===== src/rtl/tlc_pkg.sv =====
// Shared constants for the traffic-light controller: button debounce state encoding and
// default cycle counts for a 125 MHz system clock.
package tlc_pkg;

    localparam logic [1:0] BTN_IDLE         = 2'd0;
    localparam logic [1:0] BTN_PRESS_WAIT   = 2'd1;
    localparam logic [1:0] BTN_PRESSED      = 2'd2;
    localparam logic [1:0] BTN_RELEASE_WAIT = 2'd3;

    typedef enum logic [1:0] {
        BtnIdle        = BTN_IDLE,
        BtnPressWait   = BTN_PRESS_WAIT,
        BtnPressed     = BTN_PRESSED,
        BtnReleaseWait = BTN_RELEASE_WAIT
    } btn_state_e;

    localparam int unsigned TLC_DEBOUNCE_CYCLES = 1250000;   // 10 ms
    localparam int unsigned TLC_LONG_CYCLES     = 125000000; // 1 s

    // Counter width able to hold 0..n-1, never narrower than one bit.
    function automatic int unsigned cnt_width(input int unsigned n);
        return (n > 1) ? int'($clog2(n)) : 1;
    endfunction

endpackage


===== src/rtl/sync_2ff.sv =====
// Two-flop synchroniser for asynchronous board inputs; both stages clear on synchronous reset.
module sync_2ff #(
    parameter int unsigned WIDTH = 1
) (
    input  logic             clk,
    input  logic             reset,
    input  logic [WIDTH-1:0] d,
    output logic [WIDTH-1:0] q
);

    logic [WIDTH-1:0] s1;

    always_ff @(posedge clk) begin
        if (reset) begin
            s1 <= '0;
            q  <= '0;
        end else begin
            s1 <= d;
            q  <= s1;
        end
    end

endmodule


===== src/rtl/start_button_conditioner.sv =====
// Synchronises and debounces the start pushbutton, emitting one start_pulse per accepted press.
// Define START_BTN_LONG_PRESS_EN to build the long-press counter; otherwise long_press is 0.
module start_button_conditioner
    import tlc_pkg::*;
#(
    parameter int unsigned DEBOUNCE_CYCLES = TLC_DEBOUNCE_CYCLES,
    parameter int unsigned LONG_CYCLES     = TLC_LONG_CYCLES
) (
    input  logic clk,
    input  logic reset,
    input  logic btn_raw,
    output logic start_pulse,
    output logic btn_level,
    output logic long_press
);

    localparam int unsigned CW = cnt_width(DEBOUNCE_CYCLES);
    localparam logic [CW-1:0] CNT_TERM = CW'(DEBOUNCE_CYCLES - 1);

    logic          s2;
    btn_state_e    state;
    logic [CW-1:0] cnt;

    sync_2ff #(
        .WIDTH(1)
    ) u_sync (
        .clk  (clk),
        .reset(reset),
        .d    (btn_raw),
        .q    (s2)
    );

    // Outputs are registered alongside the state so they change on the same edge.
    always_ff @(posedge clk) begin
        if (reset) begin
            state       <= BtnIdle;
            cnt         <= '0;
            start_pulse <= 1'b0;
            btn_level   <= 1'b0;
        end else begin
            start_pulse <= 1'b0;
            unique case (state)
                BtnIdle: begin
                    if (s2) begin
                        state <= BtnPressWait;
                        cnt   <= '0;
                    end
                end
                BtnPressWait: begin
                    if (!s2) begin
                        state <= BtnIdle;
                        cnt   <= '0;
                    end else if (cnt == CNT_TERM) begin
                        state       <= BtnPressed;
                        start_pulse <= 1'b1;
                        btn_level   <= 1'b1;
                    end else begin
                        cnt <= cnt + CW'(1);
                    end
                end
                BtnPressed: begin
                    if (!s2) begin
                        state <= BtnReleaseWait;
                        cnt   <= '0;
                    end
                end
                BtnReleaseWait: begin
                    // A bounce back high returns to PRESSED without a fresh start_pulse.
                    if (s2) begin
                        state <= BtnPressed;
                    end else if (cnt == CNT_TERM) begin
                        state     <= BtnIdle;
                        cnt       <= '0;
                        btn_level <= 1'b0;
                    end else begin
                        cnt <= cnt + CW'(1);
                    end
                end
                default: begin
                    state     <= BtnIdle;
                    cnt       <= '0;
                    btn_level <= 1'b0;
                end
            endcase
        end
    end

`ifdef START_BTN_LONG_PRESS_EN
    localparam int unsigned LW = cnt_width(LONG_CYCLES);
    localparam logic [LW-1:0] LONG_TERM = LW'(LONG_CYCLES - 1);
    localparam logic [LW-1:0] LONG_PRE  = LW'(LONG_CYCLES - 2);

    logic          accept;
    logic          to_idle;
    logic          held;
    logic [LW-1:0] lcnt;

    assign accept  = (state == BtnPressWait) && s2 && (cnt == CNT_TERM);
    assign to_idle = (state == BtnReleaseWait) && !s2 && (cnt == CNT_TERM);
    assign held    = (state == BtnPressed) || (state == BtnReleaseWait);

    // Saturation at LONG_TERM guarantees at most one long_press per accepted press.
    always_ff @(posedge clk) begin
        if (reset) begin
            lcnt       <= '0;
            long_press <= 1'b0;
        end else begin
            long_press <= 1'b0;
            if (accept || to_idle) begin
                lcnt <= '0;
            end else if (held && (lcnt != LONG_TERM)) begin
                lcnt <= lcnt + LW'(1);
                if (lcnt == LONG_PRE) begin
                    long_press <= 1'b1;
                end
            end
        end
    end
`else
    assign long_press = 1'b0;
`endif

endmodule


===== config.mk =====
export PLATFORM = sky130hd
export DESIGN_NAME = start_button_conditioner
export DESIGN_NICKNAME = d
export VERILOG_FILES = /design/src/rtl/tlc_pkg.sv /design/src/rtl/sync_2ff.sv /design/src/rtl/start_button_conditioner.sv
export SDC_FILE = /design/constraint.sdc
export NUM_CORES = 1
export LEC_CHECK = 0
export ABC_CLOCK_PERIOD_IN_PS = 4340
export CORE_UTILIZATION = 35
export CTS_CLUSTER_SIZE = 16
export DETAILED_ROUTE_END_ITERATION = 10
export SLEW_MARGIN = 30
export SYNTH_ARGS = -nofsm -noshare
export SYNTH_HDL_FRONTEND = slang
export SYNTH_SLANG_ARGS = --single-unit

===== constraint.sdc =====
create_clock -name clk -period 4.34 [get_ports clk]
set_input_delay 0.434 -clock clk [delete_from_list [all_inputs] [get_ports clk]]
set_output_delay 0.434 -clock clk [all_outputs]
set_load 0.05 [all_outputs]

==> summary.md, run 1 <==
| Metric | Value |
|---|---|
| Yosys warns | 0 |
| TritonRoute pass-1 iters | 4 |
| Setup WS pre-CTS | 1.874 ns |
| Crit start category | register |
| Pwr dens | 274.6 nW/um^2 |
| MaxCap Viol Count | 0 |
| Largest net degree at the start of global routing | 15 |
| Initial core utilization | 37.68% |
| Fin crit share | 56.74% |
| R2r startpoint | cnt[8]$_SDFFE_PP0P_ |
| TNS Setup | 0 ns |
| CORE AREA | 3799 sq um |
| CTS Buffer Depth | 2 |
| Final Hold Viols | 0 |
| Initial antenna violation count | 0 |
| Number of distinct library cells after synthesis | 44 |
| Fin cells | 216 |
| CTS Buf Count | 3 |
| Clock Skew | 0.0009513 ns |
| Library cell with the largest summed area after synthesis | dfxtp_1 |
| Crit path launch | cnt[8]$_SDFFE_PP0P_ |
| Mean post-synth cell area | 8.571 sq um |
| Dpl hpwl | 2310 um |
| Slowest Stage Delay on Critical Path | 0.58 ns |
| PnR worst setup slack | 1.878 ns |
| Setup-failing EPs final | 0 |
| Layout Utilization | 40.51% |
| Achievable frequency | 0.4061 GHz |
| Sequential area share after synthesis | 37.76% |
| Critical Path, Cell by Cell | or4b_4, nor4_4, a211oi_2, o31ai_4, nor2_1 |
| DR iter-0 viols | 48 |
| Worst EP required | 4.47 ns |
| Synth async-reset ratio | 0% |
| CTS Hold Bufs | 0 |
| CP Class | reg2reg |
| Residual DRC | 0 |
| Status | finished, final reports clean |
| Post-synth EDFFs | 0 |
| Overall routing resource usage | 15.78% |
| CTS tree | yes |
| CTS clock-pin slew for the worst setup and hold paths | 0.09 ns |
| Unrepaired setup endpoints after global routing | no |
| Largest cells by area after synthesis | dfxtp_1, nand3_1, xor2_1 |
| Die area | 4349 sq um |
| Top-area cell type share of the netlist area | 37.76% |
| # Post-CTS Setup Buffers | 0 |
| Fin nets | 173 |
| Critical Path End | cnt[8]$_SDFFE_PP0P_ |
| # diodes | 0 |
| Placed insts | 212 |
| Synthesized flop and latch total | 27 |
| Cell with the largest stage delay on the worst path | o31ai_4 |
| Die H | 65.95 um |
| Area Growth Syn to Fin | 7.518% |
| Synthesized netlist net count | 171 |
| Most frequent cell after synthesis | dfxtp_1 |
| Layout cell share with drive strength beyond 1 | 7.738% |
| Vias in the first global route | 1170 |
| GRT overflow | 0 |
| R2R cell count | 5 |
| WL final | 3065 um |
| Synth Instances | 167 |
| Clock Latency Late Sink | 0.26 ns |
| Root Buffer | clkbuf_8 |
| Slew headroom | 53.86% |
| Worst setup EP type | register |
| Slew @ Worst Pin | 0.6868 ns |
| Synth top cells by count | dfxtp_1, nand3_1, nor2_1 |
| Critical path data arrival time | 2.59 ns |
| First-pass GRT wire length | 5292 um |
| Static Leak | 0.4754 nW |
| WL per Instance | 14.19 um |
| Io pins | 6 |
| Peak VDD IR | 134.6 uV |
| Mapped cell area | 1431 sq um |
| Post-cts repair resize count | 0 |
| Sink Count | 27 |
| # H-tree levels | 1 |
| Buffers on Ports | 4 |
| Final Wtd Congestion | 0.8213 |
| Via-to-Cell Ratio | 5.736 |
| FF-to-FF End | cnt[8]$_SDFFE_PP0P_ |
| Die W | 65.95 um |
| Post-DRT Antenna Nets | 0 |
| HP Class | reg2reg |
| Final Slew Violations | 0 |
| Top_reg_cell synth | dfxtp_1 |
| Vias post-DR | 1239 |
| Final min period | 2.462 ns |
| Reg2Reg Setup Slack | 1.88 ns |
| CP max FO | 14 |
| Core Rows | 22 |
cell type report:
type | instances | area, sq um
fillers | 376 | 2260
multi-input cells | 130 | 842.1
flip-flops and latches | 27 | 540.5
well taps | 48 | 60.06
clock buffers | 4 | 45.04
repair buffers | 4 | 40.04
inverters | 3 | 11.26
power by group:
| part | internal (mW) | leakage, nW | total, mW | switching (mW) |
|---|---|---|---|---|
| combinational | 0.00939 | 0.235 | 0.0305 | 0.0211 |
| sequential | 0.250 | 0.218 | 0.253 | 0.00306 |
| clock | 0.0656 | 0.0228 | 0.139 | 0.0731 |
| total | 0.325 | 0.475 | 0.423 | 0.0973 |
logic make-up after synthesis:
family,synth area share [%]
AND/OR/NAND/NOR,33.13
AO/OA/AOI/OAI,15.73
flip-flops,37.76
XOR/XNOR,7.343
buffers and inverters,3.409
multiplexers,1.486
adder cells (fa/ha/maj),0.8740
other,0.2620
worst max-delay path: cells and delay by family (launching register included):
kind,cells,cell delay (ns)
AO/OA/AOI/OAI,2,0.75
AND/OR/NAND/NOR,3,1.21
flip-flops,1,0.37
cell usage in the layout, fill, tap and decap left out, drive strengths merged, types with 5 or more instances in the layout:
cell / n
nand4: 6
a21oi: 6
nor2: 15
nor3: 6
dfxtp: 27
xor2: 8
nor4: 5
o21ai: 5
nand3: 22
nand2: 13
worst min path at each step:
stage / end / cells after the start / start
after detailed placement: u_sync.q$_SDFF_PP0_ / 1 / u_sync.s1$_SDFF_PP0_
after global routing: u_sync.q$_SDFF_PP0_ / 1 / u_sync.s1$_SDFF_PP0_
after global placement: u_sync.q$_SDFF_PP0_ / 1 / u_sync.s1$_SDFF_PP0_
after CTS: u_sync.q$_SDFF_PP0_ / 1 / u_sync.s1$_SDFF_PP0_
final: u_sync.q$_SDFF_PP0_ / 1 / u_sync.s1$_SDFF_PP0_
after floorplan: u_sync.q$_SDFF_PP0_ / 1 / u_sync.s1$_SDFF_PP0_
state kept, by name (all words and copies together) (netlist names), named ones only:
name / count
cnt: 21
btn_level: 1
start_pulse: 1
state: 1
u_sync.q: 1
u_sync.s1: 1
metrics by stage:
stage	power (mW)	hold WS, ns	cell area (sq um)
after global routing	0.4417	0.4681	1539
after detailed placement	0.2899	0.4451	1494
final	0.4225	0.4545	1539
after global placement	0.2893	0.4375	1494
after floorplan	0.2824	0.4138	1431
after CTS	0.4266	0.4585	1539
metal layers:
layer | track usage, % | vias to the layer above | part of all wire (%)
met1 | 19.94 | 597 | 48
met4 | 4.255 | 0 | 0.62
li1 | - | 619 | -
met2 | 26.66 | 21 | 48
met5 | 0 | - | 0
met3 | 3.621 | 2 | 3.0
(Power assumes the default switching activity.)
==> inputs of run 2 (changes only) <==
Settings changed: ABC_CLOCK_PERIOD_IN_PS 4340 to 2060.
Clock period 4.34 ns to 2.06 ns, I/O delays scaled along.
==> run 2 against run 1 <==
Effect of this change: power is 110% higher; cell count up 7.9%; worst setup slack got worse by 1.7 ns.
==> summary.md, run 2 (synthesized netlist as in run 1, its figures left out) <==
| Metric | Value |
|---|---|
| Final Power | 903.7 uW (+110%) |
| Worst EP required | 2.22 ns (-2.25 ns) |
| CTS tree | yes |
| Core Rows | 22 (unchanged) |
| CTS clock-pin slew for the worst setup and hold paths | 0.09 ns (about the same) |
| Clock power share | 32.5% (-0.3 points) |
| First-pass GRT wire length | 5796 um (+9.5%) |
| Switch Pwr | 209.7 uW (+120%) |
| Placed cell area | 1614 sq um (+8.0%) |
| Vias in the first global route | 1266 (+8.2%) |
| Final min period | 1.926 ns (-0.5362 ns) |
| Fin crit share | 93.51% (+37 points) |
| Peak VDD IR | 326.7 uV (+140%) |
| MaxCap Viol Count | 0 (unchanged) |
| PnR worst setup slack | 0.1338 ns (-1.744 ns) |
| Area of the multi-input gates | 863.3 sq um (+2.5%) |
| Buffers on Ports | 4 (unchanged) |
| Fin nets | 190 (+9.8%) |
| Static Leak | 0.5594 nW (+18%) |
| Final Wtd Congestion | 0.7944 (-3.3%) |
| Io pins | 6 (unchanged) |
| CP Class | reg2reg |
| DR iter-0 viols | 82 (+71%) |
| Fillers | 384 (+2.1%) |
| Residual DRC | 0 (unchanged) |
| Vias post-DR | 1327 (+7.1%) |
| # diodes | 0 (unchanged) |
| HP Class | reg2reg |
| Flop pwr share | 59.0% (-0.9 points) |
| Setup WS pre-CTS | 0.02396 ns (-1.850 ns) |
| Die H | 65.95 um (unchanged) |
| Initial core utilization | 37.68% (unchanged) |
| TritonRoute pass-1 iters | 4 (unchanged) |
| # Post-CTS Setup Buffers | 0 (unchanged) |
| Setup-failing EPs final | 0 (unchanged) |
| CTS Buf Count | 3 (unchanged) |
| Most frequent cells in the layout | dfxtp_1, nand3_1, buf_4 |
| CP max FO | 5 (-9) |
| Layout cell share with drive strength beyond 1 | 16.76% (+9.0 points) |
| CORE AREA | 3799 sq um (unchanged) |
| Clock Skew | 0.006652 ns (+0.005701 ns) |
| Sink Count | 27 (unchanged) |
| Dpl hpwl | 2475 um (+7.1%) |
| Post-DRT Antenna Nets | 0 (unchanged) |
| Combinational group share of total power | 8.4% (+1.2 points) |
| Worst setup EP type | register |
| Initial antenna violation count | 0 (unchanged) |
| Status | finished, final reports clean |
| Area Growth Syn to Fin | 17.39% |
| Max FFs per register | 21 (unchanged) |
| Die W | 65.95 um (unchanged) |
| Reg with most FFs | cnt |
| Final Instance Area | 1680 sq um (+9.2%) |
| Via-to-Cell Ratio | 5.695 (-0.71%) |
| P_int | 694.1 uW (+110%) |
| Pwr dens | 537.8 nW/um^2 (+96%) |
| WL final | 3399 um (+11%) |
| GRT overflow | 0 (unchanged) |
| Sw frac | 23.20% (+0.18 points) |
| Die area | 4349 sq um (unchanged) |
| Crit start category | register |
| Final Slew Violations | 0 (unchanged) |
| Most common cell after layout, fill and taps aside | dfxtp_1 |
| Overall routing resource usage | 16.99% (+1.2 points) |
| Largest net degree at the start of global routing | 15 (unchanged) |
| WL per Instance | 14.59 um (+2.8%) |
| CTS Buffer Depth | 2 (unchanged) |
| Final Hold Viols | 0 (unchanged) |
| Root Buffer | clkbuf_8 |
| # H-tree levels | 1 (unchanged) |
| Achievable frequency | 0.5192 GHz (+28%) |
| Critical path data arrival time | 2.09 ns (-0.50 ns) |
| Clock Latency Late Sink | 0.27 ns (about the same) |
| Register Area | 540.5 sq um (unchanged) |
-- run 2: changes by cell type in the layout (fill, tap and decap cells not counted) --
cell and delta:
buf_4 +16, nand3_1 -1, nand3_2 +1, o21ai_4 +1
-- run 2: power by group through the flow --
stage	clock network [mW]	registers, mW	logic (mW)
2_1_floorplan	0	0.554	0.0411
3_3_place_gp	0	0.545	0.0718
3_5_place_dp	0	0.546	0.0731
4_1_cts	0.316	0.534	0.0735
5_1_grt	0.328	0.535	0.0818
6_report	0.294	0.534	0.0761
-- run 2: per-stage QoR --
step	std cells	setup TNS, ns	utilization, %	hold slack [ns]
6_report	233	0	44.24	0.4573
5_1_grt	233	-0.1512	44.24	0.4691
4_1_cts	232	0	43.68	0.4638
3_5_place_dp	228	0	42.49	0.4528
3_3_place_gp	228	0	42.49	0.4350
2_1_floorplan	167	0	-	0.3342
-- run 2: area by class of cell --
cell class                 instances  share of cell area, %
multi-input combinational        131                  51.38
sequential                        27                  32.17
inverter                           3                 0.6701
timing repair buffer              20                  9.531
clock buffer                       4                  2.681
tap                               48                  3.574
-- run 2: path summary, 6_finish.rpt --
check,from,depth (start not counted),to,slack [ns]
setup / recovery,cnt[1]$_SDFFE_PP0P_,6,btn_level$_SDFFE_PP0P_,0.13
hold / removal,u_sync.s1$_SDFF_PP0_,1,u_sync.q$_SDFF_PP0_,0.46
setup reg to reg,cnt[1]$_SDFFE_PP0P_,6,btn_level$_SDFFE_PP0P_,0.13
hold reg to reg,u_sync.s1$_SDFF_PP0_,1,u_sync.q$_SDFF_PP0_,0.46
-- run 2: per-layer routing --
layer / global-route usage, % / routed length (um) / up-vias
met3: 3.793 / 133 / 4
met4: 3.457 / 19 / 0
met5: 0 / 0 / -
met1: 21.99 / 1562 / 632
li1: - / - / 660
met2: 28.70 / 1685 / 31
-- run 2: repair_timing --
action	in CTS	in global routing
hold buffers	0	0
setup endpoints to repair	0	16
gates resized for setup	0	2
-- run 2: worst max-delay path, cell delays in order (launching register included) --
cell and delay (ns):
dfxtp_1 0.36, ha_1 0.24, nand3_2 0.16, nor4_4 0.42
buf_4 0.20, nand3_1 0.15, o311ai_0 0.30
==> inputs of run 3 (changes only) <==
Settings changed: SKIP_CTS_REPAIR_TIMING from default to 1.
==> results of run 3 <==
Final layout, timing and power as in run 2 (identical DEF).
